**src/rtl/mul24_if.sv**
```systemverilog
// Operand/product handshake bundle for the sequential 24x24 multiplier.
// The master side presents operands and consumes products; the slave side is the multiplier.
interface mul24_if;
  logic        in_valid;
  logic        in_ready;
  logic [23:0] a;
  logic [23:0] b;
  logic        flush;
  logic        out_valid;
  logic        out_ready;
  logic [47:0] c;
  logic        busy;

  modport master (
    output in_valid, a, b, flush, out_ready,
    input  in_ready, out_valid, c, busy
  );

  modport slave (
    input  in_valid, a, b, flush, out_ready,
    output in_ready, out_valid, c, busy
  );
endinterface

```
**src/rtl/mul24_seq_ctrl.sv**
```systemverilog
// Sequential 24x24 unsigned multiplier: one shared 8x8 array multiplier walks the
// nine byte pairs and accumulates the shifted partial products into a 48-bit register.
module mul24_seq_ctrl #(
  parameter bit ZERO_SKIP = 1'b1
) (
  input logic    clk,
  input logic    rst_n,
  mul24_if.slave bus
);

  typedef enum logic [1:0] {
    IDLE = 2'b00,
    CALC = 2'b01,
    DONE = 2'b10
  } state_t;

  state_t      state_r;
  state_t      state_s;
  logic [23:0] a_r;
  logic [23:0] b_r;
  logic [47:0] acc_r;
  logic [3:0]  k_r;

  logic        accept_s;
  logic        zero_s;
  logic [1:0]  i_s;
  logic [1:0]  j_s;
  logic [7:0]  a_byte_s;
  logic [7:0]  b_byte_s;
  logic [15:0] prod_s;
  logic [5:0]  shift_s;
  logic [47:0] term_s;

  // flush wins over a simultaneous accept
  assign accept_s = bus.in_valid & (state_r == IDLE) & ~bus.flush;
  assign zero_s   = ZERO_SKIP & ((bus.a == 24'd0) | (bus.b == 24'd0));

  // Step counter k maps to byte pair (i, j) = (k/3, k%3)
  always_comb begin
    i_s = 2'd0;
    j_s = 2'd0;
    case (k_r)
      4'd0:    begin i_s = 2'd0; j_s = 2'd0; end
      4'd1:    begin i_s = 2'd0; j_s = 2'd1; end
      4'd2:    begin i_s = 2'd0; j_s = 2'd2; end
      4'd3:    begin i_s = 2'd1; j_s = 2'd0; end
      4'd4:    begin i_s = 2'd1; j_s = 2'd1; end
      4'd5:    begin i_s = 2'd1; j_s = 2'd2; end
      4'd6:    begin i_s = 2'd2; j_s = 2'd0; end
      4'd7:    begin i_s = 2'd2; j_s = 2'd1; end
      4'd8:    begin i_s = 2'd2; j_s = 2'd2; end
      default: begin i_s = 2'd0; j_s = 2'd0; end
    endcase
  end

  // Operand byte selection feeding the shared 8x8 multiplier
  always_comb begin
    a_byte_s = 8'd0;
    b_byte_s = 8'd0;
    case (i_s)
      2'd0:    a_byte_s = a_r[7:0];
      2'd1:    a_byte_s = a_r[15:8];
      2'd2:    a_byte_s = a_r[23:16];
      default: a_byte_s = 8'd0;
    endcase
    case (j_s)
      2'd0:    b_byte_s = b_r[7:0];
      2'd1:    b_byte_s = b_r[15:8];
      2'd2:    b_byte_s = b_r[23:16];
      default: b_byte_s = 8'd0;
    endcase
  end

  assign prod_s  = {8'd0, a_byte_s} * {8'd0, b_byte_s};
  assign shift_s = {({1'b0, i_s} + {1'b0, j_s}), 3'b000};
  assign term_s  = {32'd0, prod_s} << shift_s;

  // State register
  always_ff @(posedge clk or negedge rst_n) begin
    if (!rst_n) begin
      state_r <= IDLE;
    end else begin
      state_r <= state_s;
    end
  end

  // Next-state logic
  always_comb begin
    state_s = state_r;
    if (bus.flush) begin
      state_s = IDLE;
    end else begin
      case (state_r)
        IDLE: begin
          if (accept_s) begin
            state_s = zero_s ? DONE : CALC;
          end else begin
            state_s = IDLE;
          end
        end
        CALC: begin
          if (k_r == 4'd8) begin
            state_s = DONE;
          end else begin
            state_s = CALC;
          end
        end
        DONE: begin
          if (bus.out_ready) begin
            state_s = IDLE;
          end else begin
            state_s = DONE;
          end
        end
        default: state_s = IDLE;
      endcase
    end
  end

  // Status outputs decoded from the state register
  always_comb begin
    bus.in_ready  = (state_r == IDLE);
    bus.out_valid = (state_r == DONE);
    bus.busy      = (state_r != IDLE);
  end

  assign bus.c = acc_r;

  // Operand capture and partial-product accumulation
  always_ff @(posedge clk or negedge rst_n) begin
    if (!rst_n) begin
      a_r   <= 24'd0;
      b_r   <= 24'd0;
      acc_r <= 48'd0;
      k_r   <= 4'd0;
    end else if (bus.flush) begin
      acc_r <= 48'd0;
      k_r   <= 4'd0;
    end else if (accept_s) begin
      a_r   <= bus.a;
      b_r   <= bus.b;
      acc_r <= 48'd0;
      k_r   <= 4'd0;
    end else if (state_r == CALC) begin
      acc_r <= acc_r + term_s;
      k_r   <= k_r + 4'd1;
    end else begin
      acc_r <= acc_r;
      k_r   <= k_r;
    end
  end

endmodule

```
**src/flat_wrapper.sv**
```systemverilog
// flat-port wrapper written by rule: the top's interface ports become plain ports
module mul24_seq_ctrl_flat 
#(
  parameter bit ZERO_SKIP = 1'b1
)
  (clk, rst_n, bus_in_valid, bus_a, bus_b, bus_flush, bus_out_ready, bus_in_ready, bus_out_valid, bus_c, bus_busy);
  mul24_if bus_i ();
  input logic clk;
  input logic rst_n;
  input wire logic [$bits(bus_i.in_valid)-1:0] bus_in_valid;
  input wire logic [$bits(bus_i.a)-1:0] bus_a;
  input wire logic [$bits(bus_i.b)-1:0] bus_b;
  input wire logic [$bits(bus_i.flush)-1:0] bus_flush;
  input wire logic [$bits(bus_i.out_ready)-1:0] bus_out_ready;
  output wire logic [$bits(bus_i.in_ready)-1:0] bus_in_ready;
  output wire logic [$bits(bus_i.out_valid)-1:0] bus_out_valid;
  output wire logic [$bits(bus_i.c)-1:0] bus_c;
  output wire logic [$bits(bus_i.busy)-1:0] bus_busy;
  assign bus_i.in_valid = bus_in_valid;
  assign bus_i.a = bus_a;
  assign bus_i.b = bus_b;
  assign bus_i.flush = bus_flush;
  assign bus_i.out_ready = bus_out_ready;
  assign bus_in_ready = bus_i.in_ready;
  assign bus_out_valid = bus_i.out_valid;
  assign bus_c = bus_i.c;
  assign bus_busy = bus_i.busy;
  mul24_seq_ctrl #(.ZERO_SKIP(ZERO_SKIP)) u_core (.clk(clk), .rst_n(rst_n), .bus(bus_i));
endmodule
```
**config.mk**
```make
export PLATFORM = sky130hd
export DESIGN_NAME = mul24_seq_ctrl_flat
export DESIGN_NICKNAME = d
export VERILOG_FILES = /design/src/rtl/mul24_if.sv /design/src/rtl/mul24_seq_ctrl.sv /design/src/flat_wrapper.sv
export SDC_FILE = /design/constraint.sdc
export NUM_CORES = 1
export LEC_CHECK = 0
export ABC_CLOCK_PERIOD_IN_PS = 9800
export BUFFER_PORTS_ARGS = -buffer_cell sky130_fd_sc_hd__clkbuf_2
export CAP_MARGIN = 20
export CORE_MARGIN = 3
export CORE_UTILIZATION = 62
export CTS_BUF_LIST = sky130_fd_sc_hd__clkbuf_8
export DETAILED_ROUTE_END_ITERATION = 10
export PLACE_DENSITY = 0.9
export SLEW_MARGIN = 20
export SYNTH_ARGS = -nofsm -noshare
export SYNTH_HDL_FRONTEND = slang
export SYNTH_SLANG_ARGS = --single-unit
```
**constraint.sdc**
```tcl
create_clock -name clk -period 9.8 [get_ports clk]
set_input_delay 0 -clock clk [delete_from_list [all_inputs] [get_ports clk]]
set_output_delay 0 -clock clk [all_outputs]
set_load 0.1 [all_outputs]
```
==> metrics <==
post-detailed-route via-to-cell ratio 6.71; area of the core region 0.0149 mm²; ranking of synthesized cells by area sky130_fd_sc_hd__dfrtp_1 (27%), sky130_fd_sc_hd__ha_1 (11%), sky130_fd_sc_hd__fa_1 (7.9%); skew final 0.0334 ns; antenna-violating nets left 0; Iteration-0 DRC Markers 1263; final hold violation count 0; global-route wire length before repair 50400 µm; share of cells above drive strength 1 17.4%; CP Max Fanout 10; count of vias placed by the detailed router 9584; buffer levels on the longest clock path 2; Top FF cell, synth sky130_fd_sc_hd__dfrtp_1; P_leak 5.33 nW; top-area cell type share of the netlist area 26.5%; DRC 0; max-cap check violation count 0; final worst-path cycle share 95.7%; share of synthesized area occupied by flip-flops and latches 26.5%; vias in the first global route 9426; launching point of the worst reg2reg path u_core.k_r[1]; Min Clock Period, post-route 9.38 ns; effective utilization at floorplan 64.7%; Adder-Cell Fraction of Synth Area 19.4%; Setup Fix Bufs, Post-CTS 0; Least-Margin Pin Slew 0.939 ns; root buffer cell sky130_fd_sc_hd__clkbuf_8; post-route core utilization 73.6%; detailed-route wire length 32000 µm; number of filler cells placed in the layout 1035; Synth warnings 0; result of the run completed; Final Max Tran Viols 0; worst reg2reg path depth 34; count of placed standard cells in the final layout, fillers left out 1428; # clock sinks 102; Post-synth EDFFs 0; cell area after layout 0.0109 mm²; Clk pin slew, worst setup/hold paths 0.12 ns; post-synthesis cell area 0.00962 mm²; PD cells 347 mW/mm²; TritonCTS clock tree built; Reg2Reg Capture Point u_core.bus.c[47]; Worst Hold Margin 0.0546 ns; Overall Global Routing Usage 38.2%; proportion of synthesized area in mux cells 6.76%; worst rel slew slack 37.4%; Net Count, Synth 1280; final setup vio count 0; worst voltage drop across the vdd grid 0.000295 V; fraction of the mapped netlist area in compound gates 20.0%; Simple-Gate Fraction of Synth Area 17.2%; xor and xnor area share after synthesis 4.46%; total overflow reported by the global router 0; Cell variety after synth 68; crit path max-delay cell type sky130_fd_sc_hd__nor2_1; CP startpoint kind flip-flop; Synth-to-Final Area Change 13.8%; routed wire length per instance 22.4 µm; number of buffers added on ports 103; clk_lat worst skew 0.43 ns; flip-flop and latch count after synthesis 102; fmax 0.107 GHz; total number of nets in the final design 1416; Inst Count DP 1359; number of placement rows 44; Avg Synthesized Cell Area 8.74 µm²; Inserted Clock Buffers 9; CP arrival 9.69 ns; post-place instance area 0.0102 mm²; number of top-level pins 104; pin count of the biggest net entering global routing 73; cell count after synthesis 1101; kind of critical path flip-flop to flip-flop; die width 131 µm; dominant combinational cell family by area after synthesis compound AO/OA/AOI/OAI gates; kind of capture point of the worst setup path flip-flop; die footprint 0.0170 mm²; Sequential Area 0.00255 mm²; delay contributed by the slowest stage of the critical path 0.56 ns; estimated wirelength of the detail-placed design 21400 µm; H-tree depth 3; TritonRoute pass-1 iters 6; R2R setup slack 0.42 ns; number of antenna violations at the first check in global routing 2; class of the tightest hold or removal check input port to asynchronous set/reset pin; cell type contributing the most total cell area after synthesis sky130_fd_sc_hd__dfrtp_1; required time of the critical path 10.11 ns; share of synthesized registers carrying an async set or reset 100%; DIE HEIGHT 131 µm; global placer's final weighted congestion 1.05; area used by multi-input combinational logic 0.00654 mm²
[report_power, final]
| group | total [W] | internal [W] | switching (W) |
|---|---|---|---|
| Clock | 0.000291 | 0.000102 | 0.000189 |
| Combinational | 0.00298 | 0.00106 | 0.00193 |
| Sequential | 0.000523 | 0.000474 | 0.0000493 |
[sequential cells by signal, indices dropped and copies added (netlist names)]
name and cells:
u_core.a_r 24, u_core.b_r 24, u_core.bus.c 48, u_core.k_r 4, u_core.state_r 2
[cells by family (layout without fill, tap and decap cells)]
kind of cell	count (synthesis)	count (layout)
compound gates	301	301
buf+inv	113	254
xor+xnor	49	49
flops	102	102
other cells	0	2
simple gates	351	351
mux	59	59
fa+ha+maj	126	126
[worst max-delay path by stage]
stage                   from                to  depth (start not counted)
6_report       u_core.k_r[1]  u_core.bus.c[47]                         34
5_1_grt        u_core.k_r[1]  u_core.bus.c[47]                         34
4_1_cts        u_core.k_r[1]  u_core.bus.c[47]                         34
3_5_place_dp   u_core.k_r[1]  u_core.bus.c[47]                         32
3_3_place_gp   u_core.k_r[0]  u_core.bus.c[47]                         32
2_1_floorplan  u_core.k_r[0]  u_core.bus.c[47]                         34
[placed cells by master (no fill, tap or decap), types with 14 or more instances in the layout]
master,instances
sky130_fd_sc_hd__o21ai_0,70
sky130_fd_sc_hd__xor2_1,25
sky130_fd_sc_hd__or2_2,15
sky130_fd_sc_hd__nand4_1,20
sky130_fd_sc_hd__nor4_1,14
sky130_fd_sc_hd__dlygate4sd3_1,51
sky130_fd_sc_hd__a211oi_1,14
sky130_fd_sc_hd__clkbuf_2,102
sky130_fd_sc_hd__nand2_1,95
sky130_fd_sc_hd__fa_1,38
sky130_fd_sc_hd__mux2_2,48
sky130_fd_sc_hd__inv_1,69
sky130_fd_sc_hd__ha_1,88
sky130_fd_sc_hd__dfrtp_1,102
sky130_fd_sc_hd__buf_4,15
sky130_fd_sc_hd__a21o_1,32
sky130_fd_sc_hd__a21oi_1,81
sky130_fd_sc_hd__nor2_1,125
sky130_fd_sc_hd__xnor2_1,24
sky130_fd_sc_hd__nand3_1,16
[critical path: cells and delay by family, from the launching register on]
kind	cells	cell delay, ns
flip-flops	1	0.51
XOR/XNOR	1	0.20
buffers and inverters	4	0.32
AND/OR/NAND/NOR	11	2.62
adder cells (fa/ha/maj)	7	2.98
AO/OA/AOI/OAI	11	2.63
[routing by layer]
layer / track usage, % / vias to the layer above / wire (µm)
met4: 24.3 / 0 / 2480
met3: 7.52 / 185 / 2850
li1: - / 4215 / -
met2: 62.4 / 691 / 15000
met5: 0 / - / 0
met1: 46.4 / 4493 / 11700
[final cells by class]
| type | count | area share, % |
|---|---|---|
| antenna | 2 | 0.0457 |
| clock buffer | 9 | 1.13 |
| clock inverter | 7 | 0.663 |
| inverter | 69 | 2.37 |
| multi-input combinational | 886 | 59.8 |
| sequential | 102 | 23.3 |
| tap | 184 | 2.10 |
| timing repair buffer | 169 | 10.6 |
[cell usage after synthesis (all sizes together) (20+ instances only)]
library cell / number
nand4: 20
fa: 38
a21o: 34
nand2: 95
xnor2: 24
o21ai: 74
dfrtp: 102
mux2: 48
inv: 69
a21oi: 82
ha: 88
xor2: 25
clkbuf: 27
nor2: 125
[through the flow]
step / setup TNS, ns / setup slack [ns] / total power [W]
global route: -0.0428 / -0.0428 / 0.00406
finish: 0 / 0.418 / 0.00380
global placement: 0 / 1.01 / 0.00323
floorplan: 0 / 1.50 / 0.00263
detailed placement: 0 / 0.713 / 0.00334
CTS: 0 / 0.637 / 0.00366
[repair_timing]
item,4_1_cts,5_1_grt
hold endpoints to repair,82,0
endpoints found under the setup margin,0,4
hold buffers,51,0
resized for setup,0,2
Power figures use the tool's default switching activity.
